<file path="src/rtl/trigger_dispatcher_pkg.sv">
// Shared encodings and constants for the trigger dispatcher.
package trigger_dispatcher_pkg;

  typedef enum logic [2:0] {
    IDLE = 3'b001,
    SEND = 3'b010,
    DEAD = 3'b100
  } state_t;

  localparam logic [1:0] CMD_HDR = 2'b11;
  localparam int         CMD_LEN = 4;
  localparam int         TAG_W   = 2;

  function automatic logic [TAG_W-1:0] nextTag(input logic [TAG_W-1:0] tag);
    return tag + TAG_W'(1);
  endfunction

endpackage

</file>
<file path="src/rtl/trigger_dispatcher_if.sv">
// Trigger-side inputs and front-end/monitoring outputs of the dispatcher.
interface trigger_dispatcher_if #(parameter int CNTW = 16);
  import trigger_dispatcher_pkg::*;

  logic             TrgPls;
  logic             RunInProg;
  logic             EvtDone;
  logic [7:0]       DeadTime;
  logic             TrgCmd;
  logic [TAG_W-1:0] TrgTag;
  logic             Busy;
  logic [2:0]       NPend;
  logic [CNTW-1:0]  NTrgAcc;
  logic [CNTW-1:0]  NTrgRej;
  logic             ErrUnder;

  modport master (
    output TrgPls, RunInProg, EvtDone, DeadTime,
    input  TrgCmd, TrgTag, Busy, NPend, NTrgAcc, NTrgRej, ErrUnder
  );

  modport slave (
    input  TrgPls, RunInProg, EvtDone, DeadTime,
    output TrgCmd, TrgTag, Busy, NPend, NTrgAcc, NTrgRej, ErrUnder
  );

endinterface

</file>
<file path="src/rtl/trigger_dispatcher_sat_counter.sv">
// Saturating up-counter with synchronous clear, used for monitoring counts.
module sat_counter #(
  parameter int W = 16
) (
  input  logic         Clock,
  input  logic         Reset,
  input  logic         Clr,
  input  logic         Inc,
  output logic [W-1:0] Cnt
);

  always_ff @(posedge Clock or posedge Reset) begin
    if (Reset) begin
      Cnt <= '0;
    end else if (Clr) begin
      Cnt <= '0;
    end else if (Inc && (Cnt != '1)) begin
      Cnt <= Cnt + W'(1);
    end
  end

endmodule

</file>
<file path="src/rtl/trigger_dispatcher.sv">
// Accepts/rejects trigger pulses, serialises accepted ones as tagged commands
// and tracks outstanding events for throttling.
module trigger_dispatcher
  import trigger_dispatcher_pkg::*;
#(
  parameter int MAXPEND = 4,
  parameter int CNTW    = 16
) (
  input logic                 Clock,
  input logic                 Reset,
  trigger_dispatcher_if.slave bus
);

  state_t           state, stateNext;
  logic             runPrev;
  logic [3:0]       shReg;
  logic [1:0]       bitCnt;
  logic [7:0]       deadCnt;
  logic [TAG_W-1:0] tagNext;
  logic             runStart, accept, reject;

  assign runStart   = bus.RunInProg & ~runPrev;
  assign bus.Busy   = (state != IDLE) | (bus.NPend == 3'(MAXPEND)) | ~bus.RunInProg;
  assign accept     = bus.TrgPls & bus.RunInProg & ~bus.Busy & ~runStart;
  assign reject     = bus.TrgPls & bus.RunInProg & bus.Busy & ~runStart;
  assign tagNext    = nextTag(bus.TrgTag);
  // Gated by state so an asynchronous reset silences the line immediately.
  assign bus.TrgCmd = (state == SEND) & shReg[3];

  always_ff @(posedge Clock or posedge Reset) begin
    if (Reset) state <= IDLE;
    else       state <= stateNext;
  end

  always_comb begin
    stateNext = state;
    unique case (state)
      IDLE:    if (accept) stateNext = SEND;
      SEND:    if (bitCnt == 2'(CMD_LEN - 1))
                 stateNext = (bus.DeadTime != 8'd0) ? DEAD : IDLE;
      DEAD:    if (deadCnt == 8'd0) stateNext = IDLE;
      default: stateNext = IDLE;
    endcase
    if (runStart) stateNext = IDLE;
  end

  always_ff @(posedge Clock or posedge Reset) begin
    if (Reset) begin
      runPrev      <= 1'b0;
      shReg        <= '0;
      bitCnt       <= '0;
      deadCnt      <= '0;
      bus.TrgTag   <= '0;
      bus.NPend    <= '0;
      bus.ErrUnder <= 1'b0;
    end else begin
      runPrev <= bus.RunInProg;
      if (runStart) begin
        bus.TrgTag   <= '0;
        bus.NPend    <= '0;
        bus.ErrUnder <= 1'b0;
        bitCnt       <= '0;
      end else begin
        if (accept) begin
          shReg      <= {CMD_HDR, tagNext};
          bus.TrgTag <= tagNext;
          bitCnt     <= '0;
        end else if (state == SEND) begin
          shReg  <= {shReg[2:0], 1'b0};
          bitCnt <= bitCnt + 2'd1;
        end

        // Counter holds DeadTime-1 on entry so DEAD lasts exactly DeadTime clocks.
        if ((state == SEND) && (stateNext == DEAD)) deadCnt <= bus.DeadTime - 8'd1;
        else if ((state == DEAD) && (deadCnt != 8'd0)) deadCnt <= deadCnt - 8'd1;

        if (accept && !bus.EvtDone) begin
          bus.NPend <= bus.NPend + 3'd1;
        end else if (!accept && bus.EvtDone) begin
          if (bus.NPend == 3'd0) bus.ErrUnder <= 1'b1;
          else                   bus.NPend    <= bus.NPend - 3'd1;
        end
      end
    end
  end

  sat_counter #(.W(CNTW)) uAccCnt (
    .Clock (Clock),
    .Reset (Reset),
    .Clr   (runStart),
    .Inc   (accept),
    .Cnt   (bus.NTrgAcc)
  );

  sat_counter #(.W(CNTW)) uRejCnt (
    .Clock (Clock),
    .Reset (Reset),
    .Clr   (runStart),
    .Inc   (reject),
    .Cnt   (bus.NTrgRej)
  );

endmodule
</file>
<file path="src/flat_wrapper.sv">
// flat-port wrapper written by rule: the top's interface ports become plain ports
module trigger_dispatcher_flat import trigger_dispatcher_pkg::*;
#(
  parameter int MAXPEND = 4,
  parameter int CNTW    = 16
)
  (Clock, Reset, bus_TrgPls, bus_RunInProg, bus_EvtDone, bus_DeadTime, bus_TrgCmd, bus_TrgTag, bus_Busy, bus_NPend, bus_NTrgAcc, bus_NTrgRej, bus_ErrUnder);
  trigger_dispatcher_if #(.CNTW(CNTW)) bus_i ();
  input logic Clock;
  input logic Reset;
  input wire logic [$bits(bus_i.TrgPls)-1:0] bus_TrgPls;
  input wire logic [$bits(bus_i.RunInProg)-1:0] bus_RunInProg;
  input wire logic [$bits(bus_i.EvtDone)-1:0] bus_EvtDone;
  input wire logic [$bits(bus_i.DeadTime)-1:0] bus_DeadTime;
  output wire logic [$bits(bus_i.TrgCmd)-1:0] bus_TrgCmd;
  output wire logic [$bits(bus_i.TrgTag)-1:0] bus_TrgTag;
  output wire logic [$bits(bus_i.Busy)-1:0] bus_Busy;
  output wire logic [$bits(bus_i.NPend)-1:0] bus_NPend;
  output wire logic [$bits(bus_i.NTrgAcc)-1:0] bus_NTrgAcc;
  output wire logic [$bits(bus_i.NTrgRej)-1:0] bus_NTrgRej;
  output wire logic [$bits(bus_i.ErrUnder)-1:0] bus_ErrUnder;
  assign bus_i.TrgPls = bus_TrgPls;
  assign bus_i.RunInProg = bus_RunInProg;
  assign bus_i.EvtDone = bus_EvtDone;
  assign bus_i.DeadTime = bus_DeadTime;
  assign bus_TrgCmd = bus_i.TrgCmd;
  assign bus_TrgTag = bus_i.TrgTag;
  assign bus_Busy = bus_i.Busy;
  assign bus_NPend = bus_i.NPend;
  assign bus_NTrgAcc = bus_i.NTrgAcc;
  assign bus_NTrgRej = bus_i.NTrgRej;
  assign bus_ErrUnder = bus_i.ErrUnder;
  trigger_dispatcher #(.MAXPEND(MAXPEND), .CNTW(CNTW)) u_core (.Clock(Clock), .Reset(Reset), .bus(bus_i));
endmodule
</file>
<file path="config.mk">
export PLATFORM = sky130hd
export DESIGN_NAME = trigger_dispatcher_flat
export DESIGN_NICKNAME = d
export VERILOG_FILES = /design/src/rtl/trigger_dispatcher_pkg.sv /design/src/rtl/trigger_dispatcher_if.sv /design/src/rtl/trigger_dispatcher_sat_counter.sv /design/src/rtl/trigger_dispatcher.sv /design/src/flat_wrapper.sv
export SDC_FILE = /design/constraint.sdc
export NUM_CORES = 1
export LEC_CHECK = 0
export CAP_MARGIN = 25
export CORE_MARGIN = 1
export CORE_UTILIZATION = 39
export CTS_BUF_LIST = sky130_fd_sc_hd__clkbuf_8
export DETAILED_ROUTE_END_ITERATION = 6
export MAX_ROUTING_LAYER = met4
export SLEW_MARGIN = 20
export SYNTH_ARGS = -nofsm -noshare
export SYNTH_HDL_FRONTEND = slang
export SYNTH_HIERARCHICAL = 1
export SYNTH_SLANG_ARGS = --single-unit
</file>
<file path="constraint.sdc">
create_clock -name Clock -period 4.25 [get_ports Clock]
set_input_delay 0.85 -clock Clock [delete_from_list [all_inputs] [get_ports Clock]]
set_output_delay 0.85 -clock Clock [all_outputs]
set_load 0.02 [all_outputs]
</file>
==> results.py <==
metrics = {
    "power": {
        "peakVddDrop_mv": 0.2586,
        "p_leak_nw": 1.586,
        "powerDensity_nw_per_um2": 310.2,
    },
    "timing": {
        "worstMarginPinSlew_ns": 0.6906,
        "fin_tns_setup_ns": 0,
        "drv_slew": 0,
        "final_hold_viol_count": 0,
        "rsz0062_at_grt": "no",
        "period_minus_slack_ns": 3.600,
        "setup_viol": 0,
        "maxSlewHeadroom_pct": 53.54,
        "fmax_ghz": 0.2778,
        "clock_skew_ns": 0.01045,
        "fin_crit_sh_pct": 84.71,
    },
    "placement": {
        "dp_hpwl_um": 5681,
        "routabilityCongestion": 0.8462,
        "dpl_cell_area_sq_um": 4055,
        "io_buffers": 52,
    },
    "logic_synthesis": {
        "ys_warn_count": 6,
        "seq_area_frac_synth_pct": 40.84,
        "ys_async_sr_fraction_pct": 100.0,
        "synth_edf_count": 0,
        "syn_nets": 395,
        "synth-seq-cells": 56,
        "synth_cell_type_count": 64,
        "avgSynthCellArea_sq_um": 9.110,
        "netlist_area_sq_um": 3435,
        "synthCells": 377,
        "synthFlopType": "dfrtp_1",
    },
    "min_path": {
        "hp-class": "reg2reg",
    },
    "floorplan": {
        "die_height_um": 95.85,
        "die_x_um": 95.85,
        "start_util_pct": 40.98,
        "core_sq_um": 8382,
        "ioPinCount": 53,
        "num_rows": 33,
        "dieArea_sq_um": 9186,
    },
    "cts": {
        "postCtsResizedCells": 0,
        "numClockSinks": 56,
        "clockRootBuffer": "clkbuf_8",
        "cts_buffer_depth": 2,
        "cts_setup_buffers": 0,
        "insertion_delay_ns": 0.32,
        "cts_tree": "yes",
        "cts_buffers": 5,
        "path_clk_slew_ns": 0.10,
        "hold_buffers": 0,
        "htreeDepth": 2,
    },
    "route": {
        "num_vias": 3102,
        "drt_iter0_drc": 131,
        "via_per_inst": 5.777,
        "post-route-drc-count": 0,
        "ant_nets": 0,
        "routed_wl_um": 8091,
        "dr.pass1.iters": 4,
        "wl_per_cell_um": 15.07,
    },
    "setup_path": {
        "startpoint_type": "primary input",
        "arrival_ns": 3.84,
        "crit_required_ns": 4.49,
        "critical_path_class": "in2reg",
        "end_kind": "flip-flop",
        "crit_fanout": 5,
    },
    "final_layout": {
        "fill_cells": 823,
        "syn_to_final_growth_pct": 21.24,
        "design_area_sq_um": 4164,
        "drive_above_1_share_pct": 9.259,
        "final_util_pct": 49.68,
        "nets": 449,
        "n_antenna_cell": 0,
    },
    "grt": {
        "grt_usage_pct": 19.14,
        "grt-ovfl-total": 0,
        "antenna_found_initial": 0,
        "grt_pass1_vias": 2840,
        "grt_max_degree": 34,
        "grt_first_pass_wirelength_um": 13510,
    },
    "outcome": {
        "outcome": "finished clean",
    },
    "job": {
        "cap_violations": 0,
    },
}
[layout by cell type, fill, tap and decap left out, types with 4 or more instances in the layout]
cell type and count:
a21oi_1 41, a31oi_1 4, buf_4 6, clkbuf_8 6, clkdlybuf4s50_1 52, dfrtp_1 55, ha_1 4, inv_1 18
mux2_2 5, mux2i_1 7, nand2_1 27, nand2b_1 8, nand3_1 20, nand4_1 8, nor2_1 33, nor2b_1 6
nor3_1 14, nor4_1 6, o21ai_0 15, o31ai_1 11, o41ai_1 4, or3_1 13, or4_1 12, xnor2_1 5
[metal layers]
layer	wire length [um]	global-route usage (%)	vias to the layer above	share of wire [%]
met4	59	4.353	0	0.73
met1	3872	25.06	1520	48
met3	300	2.923	5	3.7
met5	0	-	-	0
li1	-	-	1520	-
met2	3858	31.31	57	48
[registers in the layout, summed over array words and instances (netlist names)]
name / flops
u_core/uAccCnt/Cnt: 16
u_core/state: 3
u_core/deadCnt: 8
u_core/bus.ErrUnder: 1
u_core/shReg: 4
u_core/uRejCnt/Cnt: 16
u_core/runPrev: 1
u_core/bus.TrgTag: 2
u_core/bitCnt: 2
u_core/bus.NPend: 3
[kinds of logic (layout without fill, tap and decap cells)]
kind of cell | after synthesis | count (layout) | share of synthesized area (%)
AOI/OAI and AO/OA | 95 | 95 | 17.85
muxes | 12 | 12 | 3.679
and+or+nand+nor | 173 | 173 | 29.80
buffers and inverters | 30 | 85 | 4.262
xor gates and xnor gates | 6 | 6 | 1.530
adders and majority gates | 5 | 5 | 2.040
DFF | 56 | 56 | 40.84
[cells in the mapped netlist (3+ instances only)]
master | count | area share [%]
nand3_1 | 20 | 2.9
nor2b_1 | 6 | 1.1
buf_4 | 3 | 0.66
nand4_1 | 8 | 1.5
nor3_1 | 14 | 2.0
inv_1 | 17 | 1.9
a31oi_1 | 4 | 0.73
mux2_2 | 5 | 1.6
dfrtp_1 | 55 | 40
ha_1 | 4 | 1.5
nand2b_1 | 8 | 1.5
nand2_1 | 27 | 3.0
or4_1 | 12 | 2.6
o31ai_1 | 11 | 2.4
nor4_1 | 6 | 1.1
o41ai_1 | 4 | 1.0
or3_1 | 13 | 2.4
o21ai_1 | 3 | 0.44
xnor2_1 | 5 | 1.3
clkbuf_1 | 4 | 0.44
nor2_1 | 33 | 3.6
o21ai_0 | 15 | 2.2
mux2i_1 | 7 | 2.0
a21oi_1 | 41 | 6.0
[where the power goes]
part           internal (W)  switching, W  total (W)
combinational      0.000160      0.000184   0.000345
clock              0.000131      0.000184   0.000315
sequential         0.000581     0.0000515   0.000632
[worst max-delay path, cell delays in order]
cell	delay, ns
clkdlybuf4s50_1	0.52
nor2_1	0.11
and2_1	0.20
a21oi_1	0.48
mux2i_1	0.34
ha_1	0.29
nand2b_1	0.12
a211o_1	0.28
a211o_1	0.32
a21o_1	0.18
a21oi_1	0.15
[worst paths after layout]
| kind | from | end | slack (ns) | cells past startpoint |
|---|---|---|---|---|
| max | bus_DeadTime[3] | u_core/deadCnt[6]$_DFFE_PP0P_ | 0.65 | 11 |
| min | u_core/shReg[3]$_DFFE_PP0P_ | u_core/shReg[3]$_DFFE_PP0P_ | 0.51 | 1 |
| max reg2reg | u_core/state[2]$_DFF_PP0_ | u_core/deadCnt[6]$_DFFE_PP0P_ | 0.94 | 10 |
| min reg2reg | u_core/shReg[3]$_DFFE_PP0P_ | u_core/shReg[3]$_DFFE_PP0P_ | 0.51 | 1 |
| max in group asynchronous | Reset | u_core/uAccCnt/Cnt[1]$_DFFE_PP0P_ | 2.82 | 2 |
| min in group asynchronous | Reset | u_core/deadCnt[2]$_DFFE_PP0P_ | 0.86 | 2 |
[layout make-up]
cell class | instances | area [sq um] | share of cell area, %
Tap cell | 105 | 131.4 | 3.155
Clock buffer | 6 | 82.58 | 1.983
Inverter | 18 | 70.07 | 1.683
Sequential cell | 56 | 1403 | 33.68
Multi-Input combinational cell | 291 | 1886 | 45.28
Timing Repair Buffer | 59 | 580.6 | 13.94
Clock inverter | 2 | 11.26 | 0.2704
[stage by stage]
| step | std cells | hold slack [ns] | setup WS, ns | total power [W] |
|---|---|---|---|---|
| global route | 537 | 0.5415 | 0.4621 | 0.001374 |
| finish | 537 | 0.5118 | 0.6500 | 0.001292 |
| CTS | 536 | 0.5203 | 0.6848 | 0.001312 |
| detailed placement | 528 | 0.4953 | 0.3689 | 0.0009876 |
| floorplan | 377 | 0.4617 | 1.154 | 0.0008519 |
| global placement | 528 | 0.4875 | 0.5177 | 0.0009819 |
Note: power is estimated with default switching activity, not from simulation.
